<file path="src/rtl/rom_lut_pkg.sv">
// Shared types and the content generator for the pipelined lookup ROM.
package rom_lut_pkg;

    typedef enum logic [1:0] {
        MODE_REP  = 2'd0,
        MODE_INV  = 2'd1,
        MODE_ZEXT = 2'd2,
        MODE_RSVD = 2'd3
    } rom_mode_e;

    // Widest DATA_W the generator supports; callers size-cast the result down.
    localparam int ROM_MAX_W = 64;

    // Content for one address. addr must arrive zero-extended above addr_w.
    // rep(addr) tiles the address bits upward from bit 0 until data_w bits are
    // filled, which is the same as rep[i] = addr[i % addr_w].
    function automatic logic [ROM_MAX_W-1:0] rom_pattern(
        input logic [ROM_MAX_W-1:0] addr,
        input rom_mode_e            mode,
        input int                   addr_w,
        input int                   data_w
    );
        logic [ROM_MAX_W-1:0] rep;
        logic [ROM_MAX_W-1:0] mask;
        logic [ROM_MAX_W-1:0] result;
        rep = '0;
        for (int k = 0; k < ROM_MAX_W; k++) begin
            if (k * addr_w < data_w) begin
                rep = rep | (addr << (k * addr_w));
            end
        end
        if (data_w >= ROM_MAX_W) begin
            mask = '1;
        end else begin
            mask = (ROM_MAX_W'(1) << data_w) - ROM_MAX_W'(1);
        end
        rep = rep & mask;
        case (mode)
            MODE_REP:  result = rep;
            MODE_INV:  result = ~rep & mask;
            MODE_ZEXT: result = addr & mask;
            default:   result = '0;
        endcase
        return result;
    endfunction

endpackage

</file>
<file path="src/rtl/rom_lut_stage.sv">
// One valid/ready register slice of the lookup pipeline. The slice takes new
// contents whenever it is empty or its downstream neighbour is taking its
// current contents, so bubbles collapse and a full chain stalls as a unit.
module rom_lut_stage #(
    parameter int DATA_W = 8
) (
    input  logic              clk,
    input  logic              rst_n,
    input  logic              i_valid,
    input  logic [DATA_W-1:0] i_data,
    input  logic              i_down_adv,
    output logic              o_adv,
    output logic              o_valid,
    output logic [DATA_W-1:0] o_data
);

    logic              r_valid;
    logic [DATA_W-1:0] r_data;

    assign o_adv   = ~r_valid | i_down_adv;
    assign o_valid = r_valid;
    assign o_data  = r_data;

    // Slice register: load on advance; data only moves when a valid item arrives.
    always_ff @(posedge clk) begin
        if (!rst_n) begin
            r_valid <= 1'b0;
            r_data  <= '0;
        end else if (o_adv) begin
            r_valid <= i_valid;
            if (i_valid) begin
                r_data <= i_data;
            end
        end
    end

endmodule

</file>
<file path="src/rtl/rom_lut_pipe.sv">
// Pipelined pattern lookup ROM with request/response valid-ready handshakes.
// Content is generated from {addr, mode} as the request is accepted into the
// first slice; later slices only carry it. A saturating counter tracks reads.
module rom_lut_pipe #(
    parameter int ADDR_W  = 4,
    parameter int DATA_W  = 8,
    parameter int LATENCY = 1,
    parameter int COUNT_W = 16
) (
    input  logic               clk,
    input  logic               rst_n,
    input  logic [1:0]         mode,
    input  logic               req_valid,
    output logic               req_ready,
    input  logic [ADDR_W-1:0]  req_addr,
    output logic               out_valid,
    input  logic               out_ready,
    output logic [DATA_W-1:0]  out_data,
    output logic [COUNT_W-1:0] rd_count
);

    import rom_lut_pkg::*;

    logic [DATA_W-1:0]  w_pattern;
    logic               w_complete;
    logic [COUNT_W-1:0] r_rd_count;

    assign w_pattern = DATA_W'(rom_pattern(ROM_MAX_W'(req_addr), rom_mode_e'(mode),
                                           ADDR_W, DATA_W));

    // Each slice reads its input from the slice before it and its advance
    // from the slice after it; the advance chain is purely combinational so
    // req_ready follows out_ready through a full pipe in the same cycle.
    for (genvar k = 0; k < LATENCY; k++) begin : g_stage
        logic              w_in_valid;
        logic [DATA_W-1:0] w_in_data;
        logic              w_down_adv;
        logic              w_adv;
        logic              w_valid;
        logic [DATA_W-1:0] w_data;

        if (k == 0) begin : g_head
            assign w_in_valid = req_valid;
            assign w_in_data  = w_pattern;
        end else begin : g_body
            assign w_in_valid = g_stage[k-1].w_valid;
            assign w_in_data  = g_stage[k-1].w_data;
        end

        if (k == LATENCY - 1) begin : g_tail
            assign w_down_adv = out_ready;
        end else begin : g_link
            assign w_down_adv = g_stage[k+1].w_adv;
        end

        rom_lut_stage #(
            .DATA_W (DATA_W)
        ) u_stage (
            .clk        (clk),
            .rst_n      (rst_n),
            .i_valid    (w_in_valid),
            .i_data     (w_in_data),
            .i_down_adv (w_down_adv),
            .o_adv      (w_adv),
            .o_valid    (w_valid),
            .o_data     (w_data)
        );
    end

    assign req_ready  = g_stage[0].w_adv;
    assign out_valid  = g_stage[LATENCY-1].w_valid;
    assign out_data   = g_stage[LATENCY-1].w_data;
    assign w_complete = out_valid & out_ready;
    assign rd_count   = r_rd_count;

    // Completed-read counter: sticks at all ones instead of wrapping.
    always_ff @(posedge clk) begin
        if (!rst_n) begin
            r_rd_count <= '0;
        end else if (w_complete && (r_rd_count != '1)) begin
            r_rd_count <= r_rd_count + COUNT_W'(1);
        end
    end

endmodule

</file>
<file path="config.mk">
export PLATFORM = sky130hd
export DESIGN_NAME = rom_lut_pipe
export DESIGN_NICKNAME = d
export VERILOG_FILES = /design/src/rtl/rom_lut_pkg.sv /design/src/rtl/rom_lut_stage.sv /design/src/rtl/rom_lut_pipe.sv
export SDC_FILE = /design/constraint.sdc
export NUM_CORES = 1
export LEC_CHECK = 0
export CAP_MARGIN = 40
export CORE_MARGIN = 4
export CORE_UTILIZATION = 55
export CTS_CLUSTER_DIAMETER = 200
export DETAILED_ROUTE_END_ITERATION = 12
export DONT_BUFFER_PORTS = 1
export HOLD_SLACK_MARGIN = 0.08
export PLACE_DENSITY = 0.73
export SYNTH_ARGS = -nofsm -noshare
export SYNTH_HDL_FRONTEND = slang
export SYNTH_HIERARCHICAL = 1
export SYNTH_SLANG_ARGS = --single-unit
</file>
<file path="constraint.sdc">
create_clock -name clk -period 5.18 [get_ports clk]
set_input_delay 0.518 -clock clk [delete_from_list [all_inputs] [get_ports clk]]
set_output_delay 0.518 -clock clk [all_outputs]
set_load 0.03 [all_outputs]
</file>
**After elaboration in Yosys (flattened, before gate mapping)**

Cells that the tools add are included.

- Add/subtract/negate cells: 1
- Reductions and logical operators: 3
- Bitwise gates (word level): 5
- Mux-type cells: 1
- Eq/ne operators: 3

Operators by type and width:

| cell | number |
|---|---|
| $pmux 8 s3 | 1 |
| $add 16x1->16 const B | 1 |
| $ne 16x16->1 const B | 1 |
| $not 8->8 | 1 |
| $or 4x8->8 | 1 |
| $eq 2x1->1 const B | 1 |
| $eq 2x2->1 const B | 1 |
| $logic_not 2->1 | 1 |
| $reduce_and 2->1 | 1 |
| $and 1x1->1 | 1 |
| $logic_and 1x1->1 | 1 |
| $not 1->1 | 1 |
| $or 1x1->1 | 1 |

- Register bits after elaboration: 25

**Logic depth before layout (Yosys ltp)**

Gate-level depths: netlist of run 1.

- Depth in word-level cells: 3
- Mapped depth: 5
- Gate-level depth less buffers: 5

**Modules after synthesis**

The synthesis of run 1 kept the hierarchy.

Modules (own cells, without submodules):

| module | seq. area each (sq um) | cells an instance | area each (sq um) | times used |
|---|---|---|---|---|
| rom_lut_pipe | 320.3 | 116 | 955.9 | 1 |
| rom_lut_stage | 180.2 | 40 | 375.4 | 1 |

**Worst setup path after synthesis of run 1**

OpenSTA, ideal clock, no wires.

- Kind: register -> register
- Start: register r_rd_count[0], in the netlist rd_count[0]
- End: register r_rd_count[10], in the netlist rd_count[10]
- Setup time: 0.136 ns
- Buffers on the path: 0
- Path slack: 3.275 ns
- Data arrival time: 1.769 ns
- Stages on the path, launching flop included: 6
- Data required time: 5.044 ns
- Period minus slack after synthesis: 1.905 ns
- Cells stage by stage: dfxtp_1 -> ha_1 -> nand3_1 -> or3_1 -> o311ai_0 -> o41ai_1

- Cells in the longest elaborated chain, start to end: 2
- Elaborated cells between the ends (all ways): 3
- Those cells by class: 1 x add/sub; 1 x eq/ne; 1 x reduce/logical

RTL lines:

| item | RTL line | source |
|---|---|---|
| start, declared | rom_lut_pipe.sv:26 | `logic [COUNT_W-1:0] r_rd_count;` |
| start signal, assigned | rom_lut_pipe.sv:81 | `r_rd_count <= r_rd_count + COUNT_W'(1);` |
| parallel branches: the longest is 2 deep, another holds $add 16x1->16 | -- |  |

Parallel ways; which one is timed is not known.
A chain may end at the register's enable or synchronous reset.

**Final worst setup path of run 1**

- Start: register r_rd_count[0], in the netlist rd_count[0]
- End: register r_rd_count[0], in the netlist rd_count[0]

Same word-level chain as after synthesis.

==> impl_metrics.yaml, run 1 <==
status:
  outcome: "finished clean"
floorplanning:
  rows: 17
  die_h_um: 57.2
  core_area_mm2: 0.00225
  die_w_um: 57.2
  io_pins: 36
  initial_core_util_pct: 59.0
  die_area_mm2: 0.00327
sta:
  worst_slack_ns: 3.02
  slew_headroom_pct: 51.2
  final.min_clock_period_ns: 2.16
  fmaxAchievable_mhz: 463
  maxSlewViolCount: 0
  timing.final.crit_share_pct: 41.7
  worstMarginPinSlew_ns: 0.726
  finalHoldViolations: 0
  setup-tns-final_ns: 0
  setup_violations: 0
  finClkSkew_ns: 0.00659
  grt_setup_unrepaired: "no"
clock_tree:
  cts_setup_buffers: 0
  clk_pin_slew_ns: 0.13
  clock_sinks: 25
  htreeDepth: 1
  ctsHoldBuffers: 0
  tritoncts: "yes"
  cts.repair.resized: 0
  cts_buffers: 3
  ctsLongestPathBuffers: 2
  cts_root_buf: "clkbuf_4"
  clk_latency_ns: 0.31
synth:
  yosysWarningCount: 6
  yosysTopAreaCell: "dfxtp_1"
  synth_area_mm2: 0.00133
  synth_area_leaders: "dfxtp_1, mux2i_1, nand2_1"
  ys_types: 38
  yosysTopAreaCellShare_pct: 37.6
  synth-seq-cells: 25
  synthCells: 156
  ys_seq_area_share_pct: 37.6
  synth_fp_nets: 167
  syn-mean-instance-area_um2: 8.53
finish:
  drive_gt1_share_pct: 8.50
  finalInstanceArea_mm2: 0.00136
  multi_input_area_um2: 778
  seqCellArea_um2: 500
  diodes: 0
  n_fill_cell: 212
  layout.nets: 165
  syn_to_final_growth_pct: 1.79
place:
  place_ws_ns: 3.03
  dpl.hpwl_um: 1970
  placed_cell_area_mm2: 0.00133
  gp_congestion: 0.810
  port_buffers: 0
worst_setup_path:
  path_class: "register to register"
  critPathRequiredTime_ns: 5.43
  end_kind: "register"
  startpoint_type: "register"
  crit_arrival_ns: 2.41
  worst-path-max-fanout: 9
run:
  maxCapViolCount: 0
route:
  drt_iter0_markers: 26
  wire_per_inst_um: 14.7
  viasPerCell: 6.08
  drc: 0
  wirelength_um: 2670
  vias: 1101
  first_pass_iters: 4
  ant_nets: 0
power_and_ir_drop:
  total_power_w: 0.000316
  irDropWorstVdd_uv: 173
  p_leak_nw: 0.478
  p_per_area_mw_per_mm2: 233
global_routing:
  grt_pass1_wl_um: 4620
  grt_start_max_net_pins: 30
  global_route.usage.total_pct: 17.3
  grt-ovfl-total: 0
  grt_pass1_vias: 1041
  antenna_found_initial: 0
hold_path:
  min_path_type: "primary input to register"
flip-flops by register name, summed over array words and instances (netlist names):
register / cells
rd_count: 16
g_stage.u_stage/o_valid: 1
g_stage.u_stage/o_data: 8
per-stage QoR:
stage | hold slack [ns] | utilization (%) | instances
final | 0.321 | 60.1 | 181
after CTS | 0.315 | 60.1 | 181
after global routing | 0.312 | 60.1 | 181
after floorplan | 0.579 | - | 156
after detailed placement | 0.596 | 58.9 | 177
after global placement | 0.594 | 58.9 | 177
cell families (layout without fill, tap and decap cells):
| logic type | Yosys count | in the layout | share of synthesized area, % |
|---|---|---|---|
| XOR/XNOR | 4 | 4 | 2.63 |
| AND/OR/NAND/NOR | 74 | 74 | 30.9 |
| AO/OA/AOI/OAI | 27 | 27 | 13.4 |
| buffers and inverters | 11 | 8 | 3.95 |
| multiplexers | 14 | 14 | 10.5 |
| adder cells (fa/ha/maj) | 1 | 1 | 0.940 |
| flip-flops | 25 | 25 | 37.6 |
Yosys cell counts, drive strengths merged:
cell	count
o211ai	2
nor2	11
nand3	6
o41ai	1
and3b	1
o311ai	2
mux2i	14
or2	2
and2	2
nand4b	1
nand2b	3
a21boi	1
o21bai	2
xnor2	4
or3	5
o31ai	6
buf	4
clkbuf	3
o21ai	4
or4	5
nor3	5
inv	4
nor4	2
nand2	26
nand4	5
o211a	1
dfxtp	25
ha	1
a21oi	8
worst max-delay path, cell delays in order (launching register included):
cell and delay, ns:
dfxtp_1 0.60, ha_1 0.28, nand3_1 0.19, nor4_2 0.68, o21ai_0 0.18, a21oi_1 0.17
area by class of cell:
cell class	count	share of cell area (%)
clock buffer	4	1.94
tap	28	2.59
inverter	4	1.11
multi-input combinational	120	57.4
sequential	25	36.9
power by group:
part / switching, W / leakage [nW] / internal, W / total, W
clock network: 0.0000541 / 0.0150 / 0.0000300 / 0.0000841
registers: 0.0000130 / 0.203 / 0.000197 / 0.000210
logic: 0.0000107 / 0.260 / 0.0000111 / 0.0000218
path summary, 6_finish.rpt:
path | start | to | slack (ns) | cells after the start
hold / removal | rst_n | rd_count[7]$_SDFFE_PN0P_ | 0.32 | 1
setup / recovery | rd_count[0]$_SDFFE_PN0P_ | rd_count[0]$_SDFFE_PN0P_ | 3.02 | 5
setup reg to reg | rd_count[0]$_SDFFE_PN0P_ | rd_count[0]$_SDFFE_PN0P_ | 3.02 | 5
hold reg to reg | g_stage[0].u_stage/o_data[7]$_SDFFE_PN0P_ | g_stage[0].u_stage/o_data[7]$_SDFFE_PN0P_ | 0.62 | 2
layout by cell type (no fill, tap or decap), types with 2 or more instances in the layout:
cell	count
o21ai_0	4
nand3_2	2
nor2_1	11
or3_1	5
o31ai_1	6
mux2i_1	14
inv_1	4
xnor2_1	4
o21bai_1	2
dfxtp_1	25
a21oi_1	8
o211ai_1	2
nand3_1	4
nand2_1	25
clkbuf_4	3
nor3_1	5
nand4_1	4
or4_1	4
nand2b_1	2
or2_2	2
metal layers:
metal	global-route usage (%)	part of all wire, %	up-vias
met1	22.4	46	505
met4	4.97	0.68	0
met5	0	0	-
met3	6.11	7.9	2
met2	27.1	45	34
li1	-	-	560
Note: power is estimated with default switching activity, not from simulation.
==> inputs of run 2 (changes only) <==
clock period = 2.2 ns   (was 5.18 ns; I/O delays follow)
==> run 2 against run 1 <==
  * Register-to-register slack got worse by 2.8 ns
  * Combinational power rose to 3.3 times the previous value
  * Via count increased by 9.5%
  * Sequential share of layout area fell by 3.5 points
  * Cell count up 9.9%
  * Setup slack lost 2.8 ns
  * Routed wire length is 11% higher
  * Clock power is 140% higher
  * Sequential power increased by 130%
  * Critical path depth fell by 1
==> impl_metrics.yaml, run 2 (synthesis results as in run 1) <==
route:
  viasPerCell: 6.06
  first_pass_iters: 4
  wire_per_inst_um: 14.9
  ant_nets: 0
  drc: 0
  vias: 1206
  drt_iter0_markers: 44
  wirelength_um: 2960
place:
  port_buffers: 0
  gp_congestion: 0.785
  placed_cell_area_mm2: 0.00144
  dpl.hpwl_um: 2190
power_and_ir_drop:
  switching_share_pct: 26.0
  p_per_area_mw_per_mm2: 509
  seq_power_share_pct: 64.0
  power_frac_clock_pct: 26.4
  p_comb_share_pct: 9.6
  p_leak_nw: 0.573
  p_sw_w: 0.000198
  irDropWorstVdd_uv: 452
  p_int_w: 0.000564
global_routing:
  antenna_found_initial: 0
  global_route.usage.total_pct: 18.3
  grt_start_max_net_pins: 27
  grt_pass1_wl_um: 4930
  grt-ovfl-total: 0
  grt_pass1_vias: 1107
status:
  outcome: "finished clean"
floorplanning:
  io_pins: 36
  core_area_mm2: 0.00225
  die_area_mm2: 0.00327
  initial_core_util_pct: 59.0
  rows: 17
  die_w_um: 57.2
  die_h_um: 57.2
clock_tree:
  clk_pin_slew_ns: 0.14
  clk_latency_ns: 0.31
  cts_buffers: 3
  ctsLongestPathBuffers: 2
  cts_setup_buffers: 0
  tritoncts: "yes"
  htreeDepth: 1
  cts_root_buf: "clkbuf_4"
  clock_sinks: 25
sta:
  final.min_clock_period_ns: 1.96
  grt_setup_unrepaired: "no"
  maxSlewViolCount: 0
  finClkSkew_ns: 0.0113
  whs_ns: 0.0934
  worstMarginPinSlew_ns: 0.850
  timing.final.crit_share_pct: 89.3
  setup_violations: 0
  finalHoldViolations: 0
  setup-tns-final_ns: 0
  slew_headroom_pct: 43.2
  fmaxAchievable_mhz: 509
worst_setup_path:
  end_kind: "register"
  crit_arrival_ns: 2.17
  worst-path-max-fanout: 5
  critPathRequiredTime_ns: 2.41
  path_class: "register to register"
  startpoint_type: "register"
finish:
  drive_gt1_share_pct: 17.0
  diodes: 0
  syn_to_final_growth_pct: 12.6
  final_cell_mix: "nand2_1, dfxtp_1, buf_4"
  layout.nets: 183
  largest_reg_flops: 16
  finalInstanceArea_mm2: 0.00150
run:
  maxCapViolCount: 0
hold_path:
  min_path_type: "primary input to register"
## run 2: timing repair
item	in CTS	in global routing
hold buffers	3	0
resized for setup	0	0
setup endpoints to repair	0	0
endpoints found under the hold margin	15	0
## run 2: path summary, 6_finish.rpt
path,slack [ns],cells after the start,to,startpoint
hold / removal,0.09,2,rd_count[10]$_SDFFE_PN0P_,rst_n
setup reg to reg,0.24,4,rd_count[10]$_SDFFE_PN0P_,rd_count[3]$_SDFFE_PN0P_
setup / recovery,0.24,4,rd_count[10]$_SDFFE_PN0P_,rd_count[3]$_SDFFE_PN0P_
hold reg to reg,0.56,2,rd_count[0]$_SDFFE_PN0P_,rd_count[0]$_SDFFE_PN0P_
## run 2: power groups by stage
stage	combinational, W	sequential [W]	clock [W]
after floorplan	0.0000568	0.000502	0
after global placement	0.0000605	0.000498	0
after detailed placement	0.0000623	0.000498	0
after CTS	0.0000735	0.000488	0.000209
after global routing	0.0000804	0.000490	0.000229
final	0.0000729	0.000488	0.000202
## run 2: area by class of cell
| type | instances | area [µm²] |
|---|---|---|
| multi-input cells | 120 | 778 |
| clock buffers | 3 | 22.5 |
| fillers | 196 | 756 |
| repair buffers | 18 | 143 |
| clock inverters | 1 | 5.00 |
| inverters | 4 | 15.0 |
| well taps | 28 | 35.0 |
| flip-flops and latches | 25 | 500 |
## run 2: per-layer routing
layer	GRT usage (%)	up-vias	routed length [µm]
met4	3.97	0	14
met2	30.2	41	1360
met3	4.98	2	215
li1	-	595	-
met1	24.0	568	1370
met5	0	-	0
## run 2: stage by stage
step	setup WS, ns	util, %	total power (W)	std cells
3_5_place_dp	0.286	63.9	0.000561	192
2_1_floorplan	0.295	-	0.000559	156
6_report	0.236	66.5	0.000762	199
3_3_place_gp	0.402	63.9	0.000558	192
4_1_cts	0.262	66.5	0.000771	199
5_1_grt	0.112	66.5	0.000799	199
## run 2: worst max-delay path: stages (launching register included)
cell	delay, ns
dfxtp_1	0.61
nand3_1	0.29
or3_1	0.51
o311ai_0	0.32
o41ai_1	0.12
